`config.mk`:
```
export PLATFORM = sky130hd
export DESIGN_NAME = ps2_device_tx
export DESIGN_NICKNAME = d
export VERILOG_FILES = /design/src/rtl/ps2_device_tx_pkg.sv /design/src/rtl/ps2_tx_fifo.sv /design/src/rtl/ps2_device_tx.sv
export SDC_FILE = /design/constraint.sdc
export NUM_CORES = 1
export LEC_CHECK = 0
export CAP_MARGIN = 0
export CORE_ASPECT_RATIO = 0.5
export CORE_MARGIN = 2
export CORE_UTILIZATION = 50
export DETAILED_ROUTE_END_ITERATION = 12
export PLACE_DENSITY = 0.66
export RECOVER_POWER = 50
export SKIP_CTS_REPAIR_TIMING = 1
export SLEW_MARGIN = 20
export SYNTH_ARGS = -nofsm -noshare
export SYNTH_HDL_FRONTEND = slang
export SYNTH_SLANG_ARGS = --single-unit
```
`constraint.sdc`:
```
create_clock -name clock -period 6.9 [get_ports clock]
set_input_delay 1.38 -clock clock [delete_from_list [all_inputs] [get_ports clock]]
set_output_delay 1.38 -clock clock [all_outputs]
set_load 0.02 [all_outputs]
```
`src/rtl/ps2_device_tx_pkg.sv`:
```
// Shared PS/2 device-transmit definitions: frame length, FSM states, parity.
package ps2_device_tx_pkg;

    localparam int unsigned FRAME_LEN = 11;

    typedef enum logic [1:0] {
        ST_IDLE    = 2'd0,
        ST_SEND    = 2'd1,
        ST_GAP     = 2'd2,
        ST_INHIBIT = 2'd3
    } state_t;

    function automatic logic odd_parity(input logic [7:0] data);
        return ~^data;
    endfunction

endpackage

```
`src/rtl/ps2_tx_fifo.sv`:
```
// Byte FIFO with peek-at-head and explicit pop; head stays put until popped.
module ps2_tx_fifo #(
    parameter int unsigned DEPTH = 8
) (
    input  logic                           clock,
    input  logic                           reset,
    input  logic                           wr_en,
    input  logic [7:0]                     wr_data,
    input  logic                           pop,
    output logic [7:0]                     head,
    output logic [$clog2(DEPTH + 1)-1:0]   count,
    output logic                           full,
    output logic                           empty
);

    localparam int unsigned PTR_W = $clog2(DEPTH);
    localparam int unsigned CNT_W = $clog2(DEPTH + 1);

    logic [7:0]       r_mem [DEPTH];
    logic [PTR_W-1:0] r_wr_ptr;
    logic [PTR_W-1:0] r_rd_ptr;
    logic [CNT_W-1:0] r_count;
    logic             w_wr;
    logic             w_rd;

    assign full  = (r_count == CNT_W'(DEPTH));
    assign empty = (r_count == '0);
    assign count = r_count;
    assign head  = r_mem[r_rd_ptr];
    assign w_wr  = wr_en && !full;
    assign w_rd  = pop && !empty;

    // Storage carries no reset; only pointers and count are cleared.
    always_ff @(posedge clock) begin
        if (w_wr) begin
            r_mem[r_wr_ptr] <= wr_data;
        end
    end

    always_ff @(posedge clock) begin
        if (reset) begin
            r_wr_ptr <= '0;
            r_rd_ptr <= '0;
            r_count  <= '0;
        end else begin
            if (w_wr) begin
                r_wr_ptr <= r_wr_ptr + PTR_W'(1);
            end
            if (w_rd) begin
                r_rd_ptr <= r_rd_ptr + PTR_W'(1);
            end
            case ({w_wr, w_rd})
                2'b10:   r_count <= r_count + CNT_W'(1);
                2'b01:   r_count <= r_count - CNT_W'(1);
                default: r_count <= r_count;
            endcase
        end
    end

endmodule

```
`src/rtl/ps2_device_tx.sv`:
```
// Keyboard-side PS/2 transmitter: buffers scan-code bytes and serialises them
// as 11-bit device-to-host frames, backing off whenever the host inhibits.
module ps2_device_tx
    import ps2_device_tx_pkg::*;
#(
    parameter int unsigned CLK_DIV    = 50,
    parameter int unsigned FIFO_DEPTH = 8,
    parameter int unsigned IDLE_GAP   = 100
) (
    input  logic                                clock,
    input  logic                                reset,
    input  logic                                in_valid,
    input  logic [7:0]                          in_data,
    output logic                                in_ready,
    input  logic                                host_inhibit,
    output logic                                ps2_clk,
    output logic                                ps2_data,
    output logic                                busy,
    output logic [$clog2(FIFO_DEPTH + 1)-1:0]   fifo_count
);

    localparam int unsigned CNT_MAX = (CLK_DIV > IDLE_GAP) ? CLK_DIV : IDLE_GAP;
    localparam int unsigned CNT_W   = $clog2(CNT_MAX);
    localparam int unsigned BIT_W   = $clog2(FRAME_LEN);
    localparam int unsigned SHIFT_W = FRAME_LEN - 1;

    state_t             r_state,     w_state_nxt;
    logic [CNT_W-1:0]   r_cnt,       w_cnt_nxt;
    logic               r_low,       w_low_nxt;
    logic [BIT_W-1:0]   r_bit_idx,   w_bit_nxt;
    logic [SHIFT_W-1:0] r_shift,     w_shift_nxt;
    logic               r_ps2_clk,   w_clk_nxt;
    logic               r_ps2_data,  w_data_nxt;

    logic [7:0]         w_head;
    logic               w_full;
    logic               w_empty;
    logic               w_wr;
    logic               w_pop;
    logic               w_start;
    logic               w_can_start;
    logic               w_div_done;
    logic               w_last_bit;
    logic               w_abort;

    assign in_ready    = !w_full && !reset;
    assign w_wr        = in_valid && in_ready;
    assign w_can_start = !w_empty && !host_inhibit;
    assign w_div_done  = (r_cnt == CNT_W'(CLK_DIV - 1));
    assign w_last_bit  = (r_bit_idx == BIT_W'(FRAME_LEN - 1));
    // Once the stop bit's falling edge is issued the host has the frame.
    assign w_abort     = host_inhibit && !(w_last_bit && (r_low || w_div_done));

    assign ps2_clk     = r_ps2_clk;
    assign ps2_data    = r_ps2_data;
    assign busy        = (r_state != ST_IDLE) || (fifo_count != '0);

    ps2_tx_fifo #(
        .DEPTH   (FIFO_DEPTH)
    ) u_fifo (
        .clock   (clock),
        .reset   (reset),
        .wr_en   (w_wr),
        .wr_data (in_data),
        .pop     (w_pop),
        .head    (w_head),
        .count   (fifo_count),
        .full    (w_full),
        .empty   (w_empty)
    );

    always_ff @(posedge clock) begin
        if (reset) begin
            r_state    <= ST_IDLE;
            r_cnt      <= '0;
            r_low      <= 1'b0;
            r_bit_idx  <= '0;
            r_shift    <= '1;
            r_ps2_clk  <= 1'b1;
            r_ps2_data <= 1'b1;
        end else begin
            r_state    <= w_state_nxt;
            r_cnt      <= w_cnt_nxt;
            r_low      <= w_low_nxt;
            r_bit_idx  <= w_bit_nxt;
            r_shift    <= w_shift_nxt;
            r_ps2_clk  <= w_clk_nxt;
            r_ps2_data <= w_data_nxt;
        end
    end

    always_comb begin
        w_state_nxt = r_state;
        w_cnt_nxt   = r_cnt + CNT_W'(1);
        w_low_nxt   = r_low;
        w_bit_nxt   = r_bit_idx;
        w_shift_nxt = r_shift;
        w_clk_nxt   = r_ps2_clk;
        w_data_nxt  = r_ps2_data;
        w_pop       = 1'b0;
        w_start     = 1'b0;

        case (r_state)
            ST_IDLE: begin
                w_cnt_nxt = '0;
                w_start   = w_can_start;
            end
            ST_SEND: begin
                if (w_abort) begin
                    w_state_nxt = ST_INHIBIT;
                    w_cnt_nxt   = '0;
                    w_low_nxt   = 1'b0;
                    w_clk_nxt   = 1'b1;
                    w_data_nxt  = 1'b1;
                end else if (w_div_done) begin
                    w_cnt_nxt = '0;
                    if (!r_low) begin
                        w_low_nxt = 1'b1;
                        w_clk_nxt = 1'b0;
                    end else if (w_last_bit) begin
                        w_pop       = 1'b1;
                        w_state_nxt = ST_GAP;
                        w_low_nxt   = 1'b0;
                        w_clk_nxt   = 1'b1;
                        w_data_nxt  = 1'b1;
                    end else begin
                        // Rising edge: present the next bit for a full high phase.
                        w_low_nxt   = 1'b0;
                        w_clk_nxt   = 1'b1;
                        w_data_nxt  = r_shift[0];
                        w_shift_nxt = {1'b1, r_shift[SHIFT_W-1:1]};
                        w_bit_nxt   = r_bit_idx + BIT_W'(1);
                    end
                end
            end
            ST_GAP: begin
                if (r_cnt == CNT_W'(IDLE_GAP - 1)) begin
                    w_cnt_nxt = '0;
                    if (w_can_start) begin
                        w_start = 1'b1;
                    end else begin
                        w_state_nxt = ST_IDLE;
                    end
                end
            end
            ST_INHIBIT: begin
                w_cnt_nxt = '0;
                if (!host_inhibit) begin
                    w_state_nxt = ST_GAP;
                end
            end
            default: begin
                w_state_nxt = ST_IDLE;
            end
        endcase

        // Head byte is peeked here; it leaves the FIFO only on completion.
        if (w_start) begin
            w_state_nxt = ST_SEND;
            w_cnt_nxt   = '0;
            w_low_nxt   = 1'b0;
            w_bit_nxt   = '0;
            w_shift_nxt = {1'b1, odd_parity(w_head), w_head};
            w_clk_nxt   = 1'b1;
            w_data_nxt  = 1'b0;
        end
    end

endmodule

```
* Yosys cells after proc, flatten, opt, wreduce, memory -nomap -nowiden
Memories as Yosys holds them, arrays and structs flattened. A register that Yosys moved wholly into a read port is not among the register bits. Cells that the tools add are included.
Word-level totals: bits in registers 35, RAM bits 64, input bits 12, logic and storage cells 123, memories 1
Memory list:
- u_fifo.r_mem | depth 8, width 8, rd ports 1, clocked after Yosys merged registers in 1, wr ports 1, RTL line ps2_tx_fifo.sv:19 | logic [7:0] r_mem [DEPTH];
Cells by class: add/sub/neg operators 6, equality and inequality tests 23, muxes and demuxes 44, bitwise logic cells 2, reductions and logical operators 36
Operators with widths (number):
- 2-to-1 mux 9 bit | 6
- 2-to-1 mux 1 bit | 22
- 2-to-1 mux 7 bit | 3
- one-hot mux 7 bit (3 select lines) | 1
- inequality test 3 bit, second input constant | 6
- 2-to-1 mux 2 bit | 7
- AND reduction 7 bit | 2
- inequality test 4 bit, second input constant | 3
- nonzero test 2 bit | 6
- inequality test 2 bit, second input constant | 5
- AND reduction 5 bit | 2
- nonzero test 3 bit | 3
- adder 4 x 1 -> 4 bit, second input constant | 2
- equality test 4 bit, second input constant | 2
- one-hot mux 4 bit (2 select lines) | 1
- nonzero test 4 bit | 2
- XNOR reduction 8 bit | 1
- adder 7 x 1 -> 7 bit, second input constant | 1
- equality test 7 x 6 -> 1 bit, second input constant | 1
- equality test 7 bit, second input constant | 1
- logical AND 1 bit | 7
- adder 3 x 1 -> 3 bit, second input constant | 2
- equality test 2 bit, second input constant | 3
- 2-to-1 mux 3 bit | 2
- 12 further kinds | 20

* Depth between registers and ports, before layout
Gate-level depths: netlist (run 1).
word-level depth 10, gate-level depth with buffers 12, gate-level depth less buffers 12

* Hierarchy
From an unflattened synthesis (run 1), not the netlist that was laid out.
Unflattened totals: cell total of the unflattened synthesis 331, area, all modules 4606.9 µm²
By module, submodules not included:
- ps2_tx_fifo | instances 1, cells each 167, area an instance 3151.8 µm²
- ps2_device_tx | instances 1, cells each 164, area an instance 1455.1 µm²

* Worst setup path before layout (run 1)
OpenSTA, ideal clock, no wires.
path type input -> register, start point input reset, end point register u_fifo.r_count[2] (netlist: u_fifo.count[2]), data arrival time 3356 ps, path slack 3473 ps, cell stages on the path 10, buffers on the path 0, cells stage by stage a21oi_1 and2_0 inv_1 ha_1 xor2_1 ha_1 a21oi_1 xor2_1 or3_1 a21oi_1
Between the ends: word-level cells in the longest chain between the ends 6, elaborated cells on any way between the ends 8, classes of those cells eq/ne (2); mux (1); reduce/logical (5)
RTL lines:
- start, declared | RTL line ps2_device_tx.sv:11 | input logic reset,
- zero test 1 bit | RTL line ps2_device_tx.sv:46 | assign in_ready = !w_full && !reset;
- logical AND 1 bit | RTL line ps2_device_tx.sv:46
- logical AND 1 bit | RTL line ps2_device_tx.sv:47 | assign w_wr = in_valid && in_ready;
- logical AND 1 bit | RTL line ps2_tx_fifo.sv:30 | assign w_wr = wr_en && !full;
- equality test 2 x 1 -> 1 bit or equality test 2 bit (tied branches) | RTL line ps2_tx_fifo.sv:52 | case ({w_wr, w_rd})
- one-hot mux 4 bit (2 select lines) or nonzero test 2 bit (tied branches)
- end signal, assigned | RTL line ps2_tx_fifo.sv:53 | 2'b10: r_count <= r_count + CNT_W'(1);
- end signal, assigned | RTL line ps2_tx_fifo.sv:54 | 2'b01: r_count <= r_count - CNT_W'(1);
- end signal, assigned | RTL line ps2_tx_fifo.sv:55 | default: r_count <= r_count;
- end, declared | RTL line ps2_tx_fifo.sv:22 | logic [CNT_W-1:0] r_count;
Several ways; a longest one is shown, not always the timed one. A chain may end at the register's enable or synchronous reset.

* Worst setup path in the final report (run 1)
start point input reset, end point output in_ready
Between the ends: word-level cells in the longest chain between the ends 2
RTL lines:
- zero test 1 bit | RTL line ps2_device_tx.sv:46
- logical AND 1 bit | RTL line ps2_device_tx.sv:46
- end, declared | RTL line ps2_device_tx.sv:14 | output logic in_ready,
Every way passes these cells.

==> results.toml, run 1 <==
[sta]
finalHoldViolations = 0
setup_viol = 0
grt_setup_unrepaired = "false"
relSlewSlack_pct = -27.8
timing.final.crit_share_pct = 63.6
fmax_ghz = 0.228
fin_crit_ns = 4.39
clock_skew_ns = 0.0111
tns_ns = 0
final_max_slew_viol_count = 22
worst_pin_slew_ns = 1.90

[clock_tree]
cts_root_buf = "clkbuf_16"
ctsLongestPathBuffers = 2
cts.sinks = 102
ctsHtreeMaxLevel = 3
cts_tree = "done"
cts_made_buffers = 9
clk_pin_slew_worst_paths_ns = 0.07
clock_latency_ns = 0.34

[yosys]
yosys.area_share.adder_pct = 4.17
synth_fp_nets = 355
syn_area_sq_um = 4500
postSynthAreaPerCell_sq_um = 13.7
synthXorXnorAreaFrac_pct = 4.45
synthSimpleGateAreaFrac_pct = 10.2
synth_area_leaders = "edfxtp_1, dfxtp_1, mux4_1"
synthFlopType = "edfxtp_1"
ys_types = 46
synthMuxAreaShare_pct = 13.5
yosysWarnings = 0
yosysMostFrequentCell = "edfxtp_1"
synth_compound_area_share_pct = 5.17
synth-seq-cells = 102
synth_top_area_share_pct = 42.7
async_reset_ff_share_pct = 0
netlist_instances = 328
ys_seq_area_share_pct = 59.6
synth_top_family_by_area = "multiplexers"
synth_common_cells = "edfxtp_1, dfxtp_1, nor2_1, nand2_1"
synth_enable_flop_cells = 64
yosysTopAreaCell = "edfxtp_1"

[drt]
ant_nets = 0
drc = 0
firstDrtPassIters = 4
vias = 2595
via_per_inst = 5.53
drt_iter0_drc = 134
postRouteWirelength_um = 7870
wl_per_cell_um = 16.8

[cells_and_area]
final_layout_size_suffix_gt1_share_pct = 8.81
final_nets = 374
nFillCells = 715
diodes = 0
area_growth_pct = 12.6

[global_route]
grt-ovfl-total = 0
grtUsageTotal_pct = 17.3
met3_usage_pct = 4.54
met2_usage_pct = 30.0
grt.busiest_layer = "met2"
first_global_vias = 2688
antenna_found_initial = 0
grt_pass1_wl_um = 13000
grt_max_degree = 22
use_met1_pct = 20.6

[run_status]
status = "finished, violations left"
violations = "capacitance limit, slew limit"

[pwr]
irDropWorstVdd_uv = 164
powerDensity_nw_per_um2 = 264
leakage_nw = 1.71
p_total_mw = 1.34

[critical_path]
path_class = "input pin to output pin"
cpPeakStageDelay_ns = 0.74
required_ns = 5.52
critPathArrivalTime_ns = 3.01
cp-start-kind = "input pin"
worst_r2r_path_depth = 7
endpoint_kind = "output pin"
critPathMaxFanout = 15
cp_cell_sequence = "dlygate4sd3_1 > a21oi_1 > clkdlybuf4s50_1"
slowest_stage = "dlygate4sd3_1"

[flow_run]
maxCapViolCount = 1

[floorplan]
fp.dieArea_sq_um = 9820
fp.dieH_um = 71.1
rows = 24
ioPinCount = 20
fp.coreArea_sq_um = 8710
start_util_pct = 51.7
dieWidth_um = 138

[placement]
place.detailed.hpwl_um = 5230
portBuffers = 19
place.gp.congestion = 0.786

[min_path]
hold_path_class = "flip-flop to flip-flop"
holdPathStages = 1
==> worst paths after layout <==
kind            start  endpoint  slack, ns
max             reset  in_ready       2.51
min           ps2_clk   ps2_clk       0.47
max reg2reg  r_cnt[0]  r_cnt[2]       3.63
min reg2reg   ps2_clk   ps2_clk       0.47
==> final cells by class <==
| class | instances | area, sq um | share of cell area [%] |
|---|---|---|---|
| sequential | 102 | 2680 | 53.0 |
| multi-input combinational | 204 | 1690 | 33.3 |
| clock buffer | 9 | 225 | 4.45 |
| timing repair buffer | 22 | 213 | 4.20 |
| tap | 117 | 146 | 2.89 |
| clock inverter | 7 | 83.8 | 1.65 |
| inverter | 8 | 30.0 | 0.593 |
==> registers in the layout (all words and copies together), names as in the netlist, named ones only <==
register,flops
u_fifo.count,4
u_fifo.r_mem,64
r_bit_idx,4
u_fifo.r_wr_ptr,3
ps2_data,1
r_shift,9
u_fifo.r_rd_ptr,3
r_low,1
r_state,2
ps2_clk,1
r_cnt,7
==> layout by cell type, fill, tap and decap left out, types with 2 or more instances in the layout <==
master,count
edfxtp_1,64
dfxtp_1,38
nor2_1,31
nand2_1,30
dlygate4sd3_1,16
o21ai_0,15
mux4_1,15
ha_1,15
xnor2_1,11
a21oi_1,10
xor2_1,10
mux2i_1,10
clkbuf_16,9
inv_1,8
mux2_2,8
nor3_1,6
nand2b_1,5
nand3b_1,3
a31oi_1,3
a211oi_1,3
nor4_1,3
inv_6,3
clkdlybuf4s50_1,3
buf_4,3
and3b_1,2
nand4_1,2
and3_1,2
nand3_1,2
inv_8,2
==> worst max-delay path, delay by kind of cell <==
family	cells	cell delay, ns
AO/OA/AOI/OAI	1	0.25
buffers and inverters	2	1.37
==> logic make-up after synthesis <==
| group | Yosys count |
|---|---|
| buffers and inverters | 22 |
| adder cells (fa/ha/maj) | 15 |
| XOR/XNOR | 22 |
| AO/OA/AOI/OAI | 39 |
| flip-flops | 102 |
| multiplexers | 34 |
| AND/OR/NAND/NOR | 94 |
==> through the flow <==
stage / setup slack [ns] / hold slack (ns) / std cells / util, % / area (sq um)
global placement: 2.56 / 0.445 / 453 / 54.7 / 4760
global route: 2.40 / 0.492 / 469 / 58.2 / 5070
finish: 2.51 / 0.473 / 469 / 58.2 / 5070
CTS: 2.51 / 0.478 / 469 / 58.2 / 5070
floorplan: 3.47 / 0.430 / 328 / - / 4500
detailed placement: 2.51 / 0.461 / 453 / 54.7 / 4760
==> routing by layer <==
| metal | share of wire (%) | wire length, um | vias to the layer above |
|---|---|---|---|
| met3 | 2.5 | 197 | 15 |
| met1 | 47 | 3670 | 1287 |
| li1 | - | - | 1256 |
| met5 | 0 | 0 | - |
| met2 | 49 | 3820 | 37 |
| met4 | 2.4 | 185 | 0 |
==> power by group <==
part | internal (mW) | leakage, nW | switching [mW]
registers | 0.665 | 0.886 | 0.0148
logic | 0.0574 | 0.672 | 0.0752
clock network | 0.290 | 0.155 | 0.233
total | 1.01 | 1.71 | 0.323
(Power assumes the default switching activity.)
==> inputs of run 2 (changes only) <==
clock period = 4.4 ns   (was 6.9 ns; I/O delays follow)
==> run 2 against run 1 <==
The flow now finishes without violations. Critical path depth up 1. Non-clock buffer count up 4. Flip-flop and latch count unchanged. Critical endpoint unchanged. Largest cell class unchanged. Highest routed layer unchanged.
==> results.toml, run 2 (same netlist as run 1, synthesis figures left out) <==
[run_status]
status = "complete, no violations"

[critical_path]
path_delay_family = "buffers and inverters"
regToRegSetupSlack_ns = 1.01
endpoint_kind = "output pin"
cpPeakStageDelay_ns = 0.63
required_ns = 3.52
cp-start-kind = "input pin"
path_class = "input pin to output pin"
rr_endpoint = "u_fifo.count[2]"
critPathArrivalTime_ns = 2.56
critPathMaxFanout = 15
cp_cell_sequence = "dlygate4sd3_1 > clkbuf_1 > a21oi_1 > clkdlybuf4s50_1"
regToRegStartpoint = "r_cnt[5]"
worst_r2r_path_depth = 10
slowest_stage = "clkdlybuf4s50_1"
path_buf_inv = 3

[floorplan]
rows = 24
dieWidth_um = 138
fp.dieArea_sq_um = 9820
fp.dieH_um = 71.1
start_util_pct = 51.7
fp.coreArea_sq_um = 8710
ioPinCount = 20

[cells_and_area]
area_growth_pct = 12.5
diodes = 0
layout_commonest_cell = "edfxtp_1"
top_register = "u_fifo.r_mem"
final_nets = 378
top_regs = "u_fifo.r_mem: 64 flops, r_shift: 9 flops, r_cnt: 7 flops"
final_cell_mix = "edfxtp_1, dfxtp_1, nor2_1, nand2_1"
final_layout_size_suffix_gt1_share_pct = 8.99
largest_reg_flops = 64

[min_path]
worstHoldEndpoint = "ps2_clk"
hold_start = "ps2_clk"
hold_path_class = "flip-flop to flip-flop"
holdPathStages = 1

[drt]
vias = 2624
routed.top_layer = "met4"
via_per_inst = 5.55
firstDrtPassIters = 4
drt-met1-wl_um = 3610
drc = 0
dr_wl_met3_um = 335
drt_iter0_drc = 238
ant_nets = 0
postRouteWirelength_um = 7920
wl_per_cell_um = 16.7
wl_met2_um = 3760

[sta]
finalHoldViolations = 0
clock_skew_ns = 0.00827
final_max_slew_viol_count = 0
fmax_ghz = 0.291
relSlewSlack_pct = 37.6
grt_setup_unrepaired = "false"
fin_crit_ns = 3.44
setup_viol = 0
worst_pin_slew_ns = 0.935
timing.final.crit_share_pct = 78.2
tns_ns = 0

[flow_run]
maxCapViolCount = 0

[global_route]
grtUsageTotal_pct = 17.3
antenna_found_initial = 0
first_global_vias = 2539
grt-ovfl-total = 0
grt_max_degree = 22
grt_pass1_wl_um = 12800

[clock_tree]
cts_tree = "done"
cts_root_buf = "clkbuf_16"
ctsHtreeMaxLevel = 3
clock_latency_ns = 0.35
clk_pin_slew_worst_paths_ns = 0.07
ctsLongestPathBuffers = 2
cts.sinks = 102
cts_made_buffers = 9

[pwr]
leakage_nw = 1.70
p_total_mw = 2.04
irDropWorstVdd_uv = 194
powerDensity_nw_per_um2 = 402

[placement]
portBuffers = 19
place.gp.congestion = 0.763
place.detailed.hpwl_um = 5260
## run 2: cell count changes in the layout (fill, tap and decap cells not counted), sizes merged
cell | before | now
bufinv | 1 | 0
clkdlybuf4s50 | 3 | 7
clkinv | 1 | 3
clkbuf | 9 | 12
dlygate4sd3 | 16 | 12
inv | 13 | 12
buf | 3 | 4
## run 2: report_power, final
part	switching (mW)	leakage, nW	total, mW	internal [mW]
combinational	0.118	0.666	0.209	0.0905
sequential	0.0237	0.886	1.07	1.04
clock	0.366	0.144	0.762	0.396
total	0.508	1.70	2.04	1.53
## run 2: how the worst max path moves through the flow
stage,startpoint,endpoint,slack (ns),cells after the start
after floorplan,reset,u_fifo.count[2],1.47,10
after global placement,reset,u_fifo.count[2],1.07,12
after detailed placement,reset,u_fifo.count[2],0.96,12
after CTS,reset,in_ready,1.27,4
after global routing,r_cnt[5],u_fifo.count[2],0.63,10
final,reset,in_ready,0.96,4
## run 2: final cells by class
type,count,area (sq um)
well taps,117,146
flip-flops and latches,102,2680
clock inverters,7,62.6
clock buffers,9,225
inverters,8,30.0
multi-input cells,204,1690
repair buffers,26,231
fillers,722,3640
## run 2: layer usage
metal | global-route usage (%) | vias up
met4 | 8.16 | 0
met2 | 28.2 | 48
met5 | 0 | -
li1 | - | 1265
met1 | 21.5 | 1293
met3 | 5.35 | 18
## run 2: stage by stage
step	setup WS (ns)	utilization [%]	std cells	hold slack [ns]	area [sq um]
after global placement	1.07	55.0	457	0.450	4790
after global routing	0.625	58.1	473	0.489	5060
final	0.959	58.1	473	0.468	5060
after detailed placement	0.957	55.0	457	0.461	4790
after floorplan	1.47	-	328	0.430	4500
after CTS	1.27	58.3	473	0.474	5080
